**src/rtl/count_mode_decoder.sv**
```systemverilog
// Self-check monitor for the 4-bit step/down counter. It recovers the counting
// mode from successive samples, locks once that mode repeats, and tallies deviations.
module count_mode_decoder #(
  parameter int LOCK_N = 3,
  parameter int ERR_W  = 4
) (
  input  logic             clk,
  input  logic             nrst,
  input  logic             en,
  input  logic [3:0]       cnt_in,
  output logic             locked,
  output logic             step,
  output logic             down,
  output logic             err,
  output logic [ERR_W-1:0] err_cnt
);

  typedef enum logic [1:0] {IDLE, PRIMED, TRACK, LOCKED} state_t;

  localparam logic [3:0]       LOCK_CNT = 4'(LOCK_N);
  localparam logic [ERR_W-1:0] ERR_MAX  = '1;
  localparam logic [ERR_W-1:0] ERR_ONE  = ERR_W'(1);

  state_t     state;
  logic [3:0] prev;
  logic [3:0] match;
  logic [1:0] cand;
  logic [3:0] delta;
  logic [1:0] mode;
  logic       valid;

  // mode is packed as {step, down}; deltas of 0 and 8 carry no direction and are rejected
  always_comb begin
    delta = cnt_in - prev;
    valid = 1'b1;
    mode  = 2'b00;
    case (delta)
      4'd1:    mode = 2'b00;
      4'd2:    mode = 2'b10;
      4'd15:   mode = 2'b01;
      4'd14:   mode = 2'b11;
      default: valid = 1'b0;
    endcase
  end

  always_ff @(posedge clk or negedge nrst) begin
    if (!nrst) begin
      state   <= IDLE;
      prev    <= 4'd0;
      match   <= 4'd0;
      cand    <= 2'b00;
      locked  <= 1'b0;
      step    <= 1'b0;
      down    <= 1'b0;
      err     <= 1'b0;
      err_cnt <= '0;
    end else begin
      err <= 1'b0;
      if (en) begin
        prev <= cnt_in;
        case (state)
          IDLE: state <= PRIMED;
          PRIMED: begin
            if (valid) begin
              cand  <= mode;
              match <= 4'd1;
              if (LOCK_N == 1) begin
                state         <= LOCKED;
                locked        <= 1'b1;
                {step, down}  <= mode;
              end else begin
                state <= TRACK;
              end
            end
          end
          TRACK: begin
            if (!valid) begin
              state <= PRIMED;
              match <= 4'd0;
            end else if (mode == cand) begin
              match <= match + 4'd1;
              if (match + 4'd1 == LOCK_CNT) begin
                state        <= LOCKED;
                locked       <= 1'b1;
                {step, down} <= cand;
              end
            end else begin
              cand  <= mode;
              match <= 4'd1;
            end
          end
          LOCKED: begin
            if (!(valid && mode == cand)) begin
              err    <= 1'b1;
              locked <= 1'b0;
              if (err_cnt != ERR_MAX) err_cnt <= err_cnt + ERR_ONE;
              if (valid) begin
                cand  <= mode;
                match <= 4'd1;
                // a single matching delta is enough to relock when LOCK_N is 1
                if (LOCK_N == 1) begin
                  locked       <= 1'b1;
                  {step, down} <= mode;
                end else begin
                  state <= TRACK;
                end
              end else begin
                state <= PRIMED;
                match <= 4'd0;
              end
            end
          end
          default: state <= IDLE;
        endcase
      end
    end
  end

endmodule

```
**config.mk**
```make
export PLATFORM = sky130hd
export DESIGN_NAME = count_mode_decoder
export DESIGN_NICKNAME = d
export VERILOG_FILES = /design/src/rtl/count_mode_decoder.sv
export SDC_FILE = /design/constraint.sdc
export NUM_CORES = 1
export LEC_CHECK = 0
export CAP_MARGIN = 20
export CORE_MARGIN = 5
export CORE_UTILIZATION = 36
export CTS_CLUSTER_DIAMETER = 40
export DETAILED_ROUTE_END_ITERATION = 8
export HOLD_SLACK_MARGIN = 0.05
export PLACE_DENSITY = 0.6
export SLEW_MARGIN = 30
export SYNTH_ARGS = -nofsm -noshare
export SYNTH_HDL_FRONTEND = slang
export SYNTH_SLANG_ARGS = --single-unit
```
**constraint.sdc**
```tcl
create_clock -name clk -period 2.75 [get_ports clk]
set_input_delay 0.6875 -clock clk [delete_from_list [all_inputs] [get_ports clk]]
set_output_delay 0.6875 -clock clk [all_outputs]
set_load 0.005 [all_outputs]
```
; After elaboration in Yosys (flattened, before gate mapping)
; Index checks and enable logic that the tools add are counted.
[op_classes]
bitwise = 1
n_addsub = 3
muxes = 28
reduce_logical = 11
n_eq_ne = 18
[op_table]
columns = op, count
row1 = 2-bit 2-to-1 mux, 10
row2 = 4-bit 2-to-1 mux, 4
row3 = 5-bit AND reduction, 3
row4 = 2-bit inequality test (second input constant), 6
row5 = 2-bit one-hot mux with 3 select lines, 2
row6 = 4-bit one-hot mux with 3 select lines, 1
row7 = 1-bit 2-to-1 mux, 9
row8 = 4-bit by 1-bit adder with 4-bit output (second input constant), 2
row9 = 4-bit by 2-bit equality test with 1-bit output (second input constant), 2
row10 = 4-bit equality test (second input constant), 2
row11 = 2-bit one-hot mux with 4 select lines, 1
row12 = 4-bit AND reduction, 2
row13 = 3-bit inequality test (second input constant), 2
row14 = 6-bit AND reduction, 1
row15 = 2-bit equality test (second input constant), 2
row16 = 4-bit by 1-bit equality test with 1-bit output (second input constant), 1
row17 = 4-bit inequality test (second input constant), 1
row18 = 4-bit OR reduction, 1
row19 = 4-bit subtractor, 1
row20 = 3-bit nonzero test, 1
row21 = 2-bit by 1-bit equality test with 1-bit output (second input constant), 1
row22 = 2-bit equality test, 1
row23 = 2-bit logical NOT, 1
row24 = 1-bit one-hot mux with 2 select lines, 1
row25 = other kinds (3), 3
[totals]
ff_bits = 20
out_inout_bits = 8
in_bits = 7

; Longest topological paths before layout
[logic_depth]
depth_word = 8
depth_mapped = 11

; Least setup slack after synthesis
; OpenSTA, ideal clock, no wires.
[synth_timing]
path_type = input -> register
startpoint = input cnt_in[0]
endpoint = register step
arrival_time_ps = 2927
required_ps = 2622
cell_stages = 11
setup_slack_ps = -304
n_path_buf = 1
path_cell_list = inv_1 ha_1 inv_1 fa_1 clkbuf_1 and3_1 nor2_1 a2111oi_4 o21ai_2 nor4_4 mux2_1
[synth_between]
elab_chain_cells = 5
[synth_rtl]
columns = item, line_no
row1 = from (decl), 10  ; input logic [3:0] cnt_in,
row2 = 4-bit subtractor *, 34  ; delta = cnt_in - prev;
row3 = "4-bit equality test, or another cell as far along", 37  ; case (delta)
row4 = 2-bit one-hot mux with 3 select lines / 4-bit OR reduction (equally long branches), -
row5 = 2-bit equality test / 1-bit 2-to-1 mux (equally long branches), "80, 37"
row6 = 5-bit AND reduction (no line) *, -
row7 = to (signal assigned), 70  ; {step, down} <= mode;
row8 = to (signal assigned), 85  ; {step, down} <= cand;
row9 = to (signal assigned), 103  ; {step, down} <= mode;
row10 = to (decl), 12  ; output logic step,
; Mark *: on every way between the ends. The rest lies on a longest branch, timed or not.
; A chain may end at the register's enable or synchronous reset.

; Final worst setup path
[layout_timing]
startpoint = input cnt_in[0]
endpoint = register down
[layout_between]
elab_chain_cells = 5
[layout_rtl]
columns = item, line_no
row1 = 4-bit subtractor *, 34
row2 = "4-bit equality test, or another cell as far along", 37
row3 = 2-bit one-hot mux with 3 select lines / 4-bit OR reduction (equally long branches), -
row4 = 2-bit equality test / 1-bit 2-to-1 mux (equally long branches), "80, 37"
row5 = 5-bit AND reduction (no line) *, -
row6 = to (signal assigned), 70
row7 = to (signal assigned), 85
row8 = to (signal assigned), 103
row9 = to (decl), 13  ; output logic down,
; Marked as above.

==> results.ini <==
[synthesis]
syn_inst = 131
ys_top_cells_by_area = dfrtp_1 (38%), mux2_2 (6.1%), ha_1 (5.8%)
ys.warnings.count = 0
ys_seq_elements = 20
synth_most_common_cell = dfrtp_1
netlist_cell_types = 43
synth-seq-area-share_pct = 38.46
ys_async_sr_fraction_pct = 100.0
syn_area_per_cell_um2 = 9.933
synth_top_area_share_pct = 38.46
synth_ff_type = dfrtp_1
synth.cell_area_mm2 = 0.001301
synthesis.nets = 145
post-synth-top-area-cell = dfrtp_1
post_synth_most_frequent_cells = dfrtp_1 (20), nand2_1 (12), a21oi_1 (8), inv_1 (8)
synth-edff-count = 0

[drt]
via_count = 1132
wl_um = 3180
first_iter_violations = 23
routed_length_per_placed_instance_um = 15.14
detail_route.vias_per_cell = 5.390
drc_errors = 0
drt-pass1-iter-count = 4
ant_nets = 0

[power_and_ir_drop]
p_int_mw = 0.8416
p_switching_mw = 0.5105
leakagePower_nw = 0.7604
power.share.switching_pct = 37.76
clock_power_share_pct = 18.6
worst_ir_drop_vdd_mv = 0.3843
power_frac_seq_pct = 34.6
comb_power_share_pct = 46.8
power_density_mw_per_mm2 = 737.6

[final_layout]
finalInstanceArea_mm2 = 0.001833
postLayoutCoreUtil_pct = 53.66
insertedDiodeCount = 0
design.final.nets = 179
flow.area_growth_from_synthesis_pct = 40.87
layout-drive-gt1-share_pct = 35.37

[critical_path]
worstPathCellList = buf_12 -> inv_12 -> ha_4 -> inv_4 -> fa_2 -> and3_4 -> nor2_4 -> a2111oi_4 -> o21ai_2 -> nor4_4 -> mux2_4
cp.arrival_ns = 2.94
reg2reg_from = prev[0]
setup.reg_to_reg.worst_slack_ns = 0.13
worst_path_max_delay_cell = fa_2
startpoint_to_endpoint_class_of_the_critical_path = in -> reg
worst_r2r_endpoint = down
setup.worst_path.start = cnt_in[0]
timing.critical_path.slowest_cell_delay_ns = 0.63
worstSetupEndpointType = flip-flop
timing.critical_path.from_type = primary input
capture_point_of_the_critical_path = down
worst_reg_to_reg_path_cell_count = 9
worst-endpoint-required_ns = 2.96
highest_net_fanout_along_the_worst_path = 5

[sta]
worst_pin_slew_ns = 0.4943
setup_total_negative_slack_ns = 0
final_critical_path_setup_slack_ns = 0.02057
fin_crit_sh_pct = 99.25
setup_violations = 0
report.final.hold_viol_count = 0
finalWorstPathRequiredPeriod_ns = 2.729
worst_hold_slack_after_final_layout_ns = 0.5312
max_clock_freq_mhz = 366.4
grt_setup_unrepaired = yes
relSlewSlack_pct = 66.70
timing.clock.skew_ns = 0.002418
slew_viol_final = 0

[clock_network]
numCtsBuffers = 3
ctsHtreeMaxLevel = 1
clock_tree.buffer_depth = 2
later_pin_clock_latency_in_the_skew_report_ns = 0.31
cts_tree = built
clock_tree_sinks = 20
path_clk_slew_ns = 0.13
clock_tree.root_cell = clkbuf_4

[grt]
globalRouteTotalUtil_pct = 13.39
global_route_overflow = 0
grt_first_pass_wirelength_um = 5492
grt_antenna_before_repair = 0
grt_max_degree = 21
vias_in_the_first_global_route = 1187

[floorplan]
fp.coreArea_mm2 = 0.003416
count_of_boundary_i_o_pins = 15
chipHeight_um = 70.12
fp-row-count = 21
start_util_pct = 38.10
die_w_um = 70.12
die_area_mm2 = 0.004917

[placement]
place_hpwl_um = 2303
portBuffers = 14
post-place-ws_ns = -0.8353
gpl.final_weighted_congestion = 0.8034
post_dp_cell_area_mm2 = 0.001667

[min_path]
hold_path_class = reg -> reg

[job]
timing.max_cap.violations = 0

[status]
outcome = finished, final reports clean

==> cell families (layout without fill, tap and decap cells) <==
group	count (synthesis)	count (layout)	synth area share (%)
and+or+nand+nor	40	40	16.83
AOI/OAI and AO/OA	36	36	21.25
DFF	20	20	38.46
buffers and inverters	13	46	3.750
muxes	9	9	7.789
adders and majority gates	7	7	7.308
xor gates and xnor gates	6	6	4.616
==> routing by layer <==
metal | vias to the layer above | global-route usage [%] | routed length (um)
li1 | 552 | - | -
met1 | 556 | 17.46 | 1462
met2 | 22 | 22.77 | 1616
met3 | 2 | 2.726 | 88
met4 | 0 | 2.979 | 13
met5 | - | 0 | 0
==> layout by cell type, fill, tap and decap left out, types with 2 or more instances in the layout <==
cell / Yosys / final
a221oi_1: 2 / 2
clkbuf_4: 0 / 3
nand3_1: 5 / 4
ha_4: 0 / 2
mux2_4: 0 / 3
inv_1: 8 / 6
a21oi_1: 8 / 7
xnor2_1: 3 / 3
ha_1: 6 / 4
clkdlybuf4s50_1: 0 / 11
dlygate4sd2_1: 0 / 2
nor4_4: 1 / 2
a31oi_1: 2 / 2
nor2_1: 5 / 4
a22o_1: 2 / 2
nand2_1: 12 / 11
o21ai_0: 5 / 5
and3_1: 3 / 2
buf_4: 0 / 20
nor3_1: 7 / 5
nand4_1: 2 / 2
mux2_2: 7 / 6
nor3_2: 1 / 3
dfrtp_1: 20 / 20
==> registers in the layout, summed over array words and instances, names as in the netlist <==
register	cells
err	1
prev	4
step	1
err_cnt	4
state	2
match	4
cand	2
locked	1
down	1
==> critical path: cells and delay by family <==
kind	cells	cell delay [ns]
simple gates	3	0.60
compound gates	2	0.38
mux	1	0.34
buf+inv	3	0.18
fa+ha+maj	2	0.76
==> how the worst min path moves through the flow <==
| stage | start | cells past startpoint | to | slack (ns) |
|---|---|---|---|---|
| 6_report | down | 1 | down | 0.53 |
| 5_1_grt | step | 1 | step | 0.55 |
| 4_1_cts | down | 1 | down | 0.53 |
| 3_5_place_dp | step | 1 | step | 0.48 |
| 3_3_place_gp | down | 1 | down | 0.48 |
| 2_1_floorplan | nrst | 0 | cand[0] | 0.39 |
==> cell type report <==
type                            instances  area, um^2
Clock buffer                            3       22.52
Clock inverter                          1       30.03
Fill cell                             317        1583
Inverter                                8       45.04
Multi-Input combinational cell         98       879.6
Sequential cell                        20       500.5
Tap cell                               46       57.56
Timing Repair Buffer                   34       297.8
==> per-stage QoR <==
stage | power, mW | cells
after floorplan | 0.8143 | 131
after global placement | 1.026 | 204
after detailed placement | 1.047 | 204
after CTS | 1.327 | 211
after global routing | 1.446 | 210
final | 1.352 | 210
==> power by group through the flow <==
stage                     clock (mW)  combinational, mW  sequential (mW)
after floorplan                    0              0.383            0.431
after global placement             0              0.560            0.466
after detailed placement           0              0.576            0.471
after CTS                      0.258              0.604            0.466
after global routing           0.269              0.694            0.483
final                          0.251              0.633            0.467
==> timing repair <==
action / 4_1_cts / 5_1_grt
pin swaps: 9 / 2
gates cloned: 0 / 0
resized for setup: 19 / 9
buffers inserted: 3 / 0
hold buffers: 0 / 0
setup endpoints to repair: 16 / 11
(Power assumes the default switching activity.)
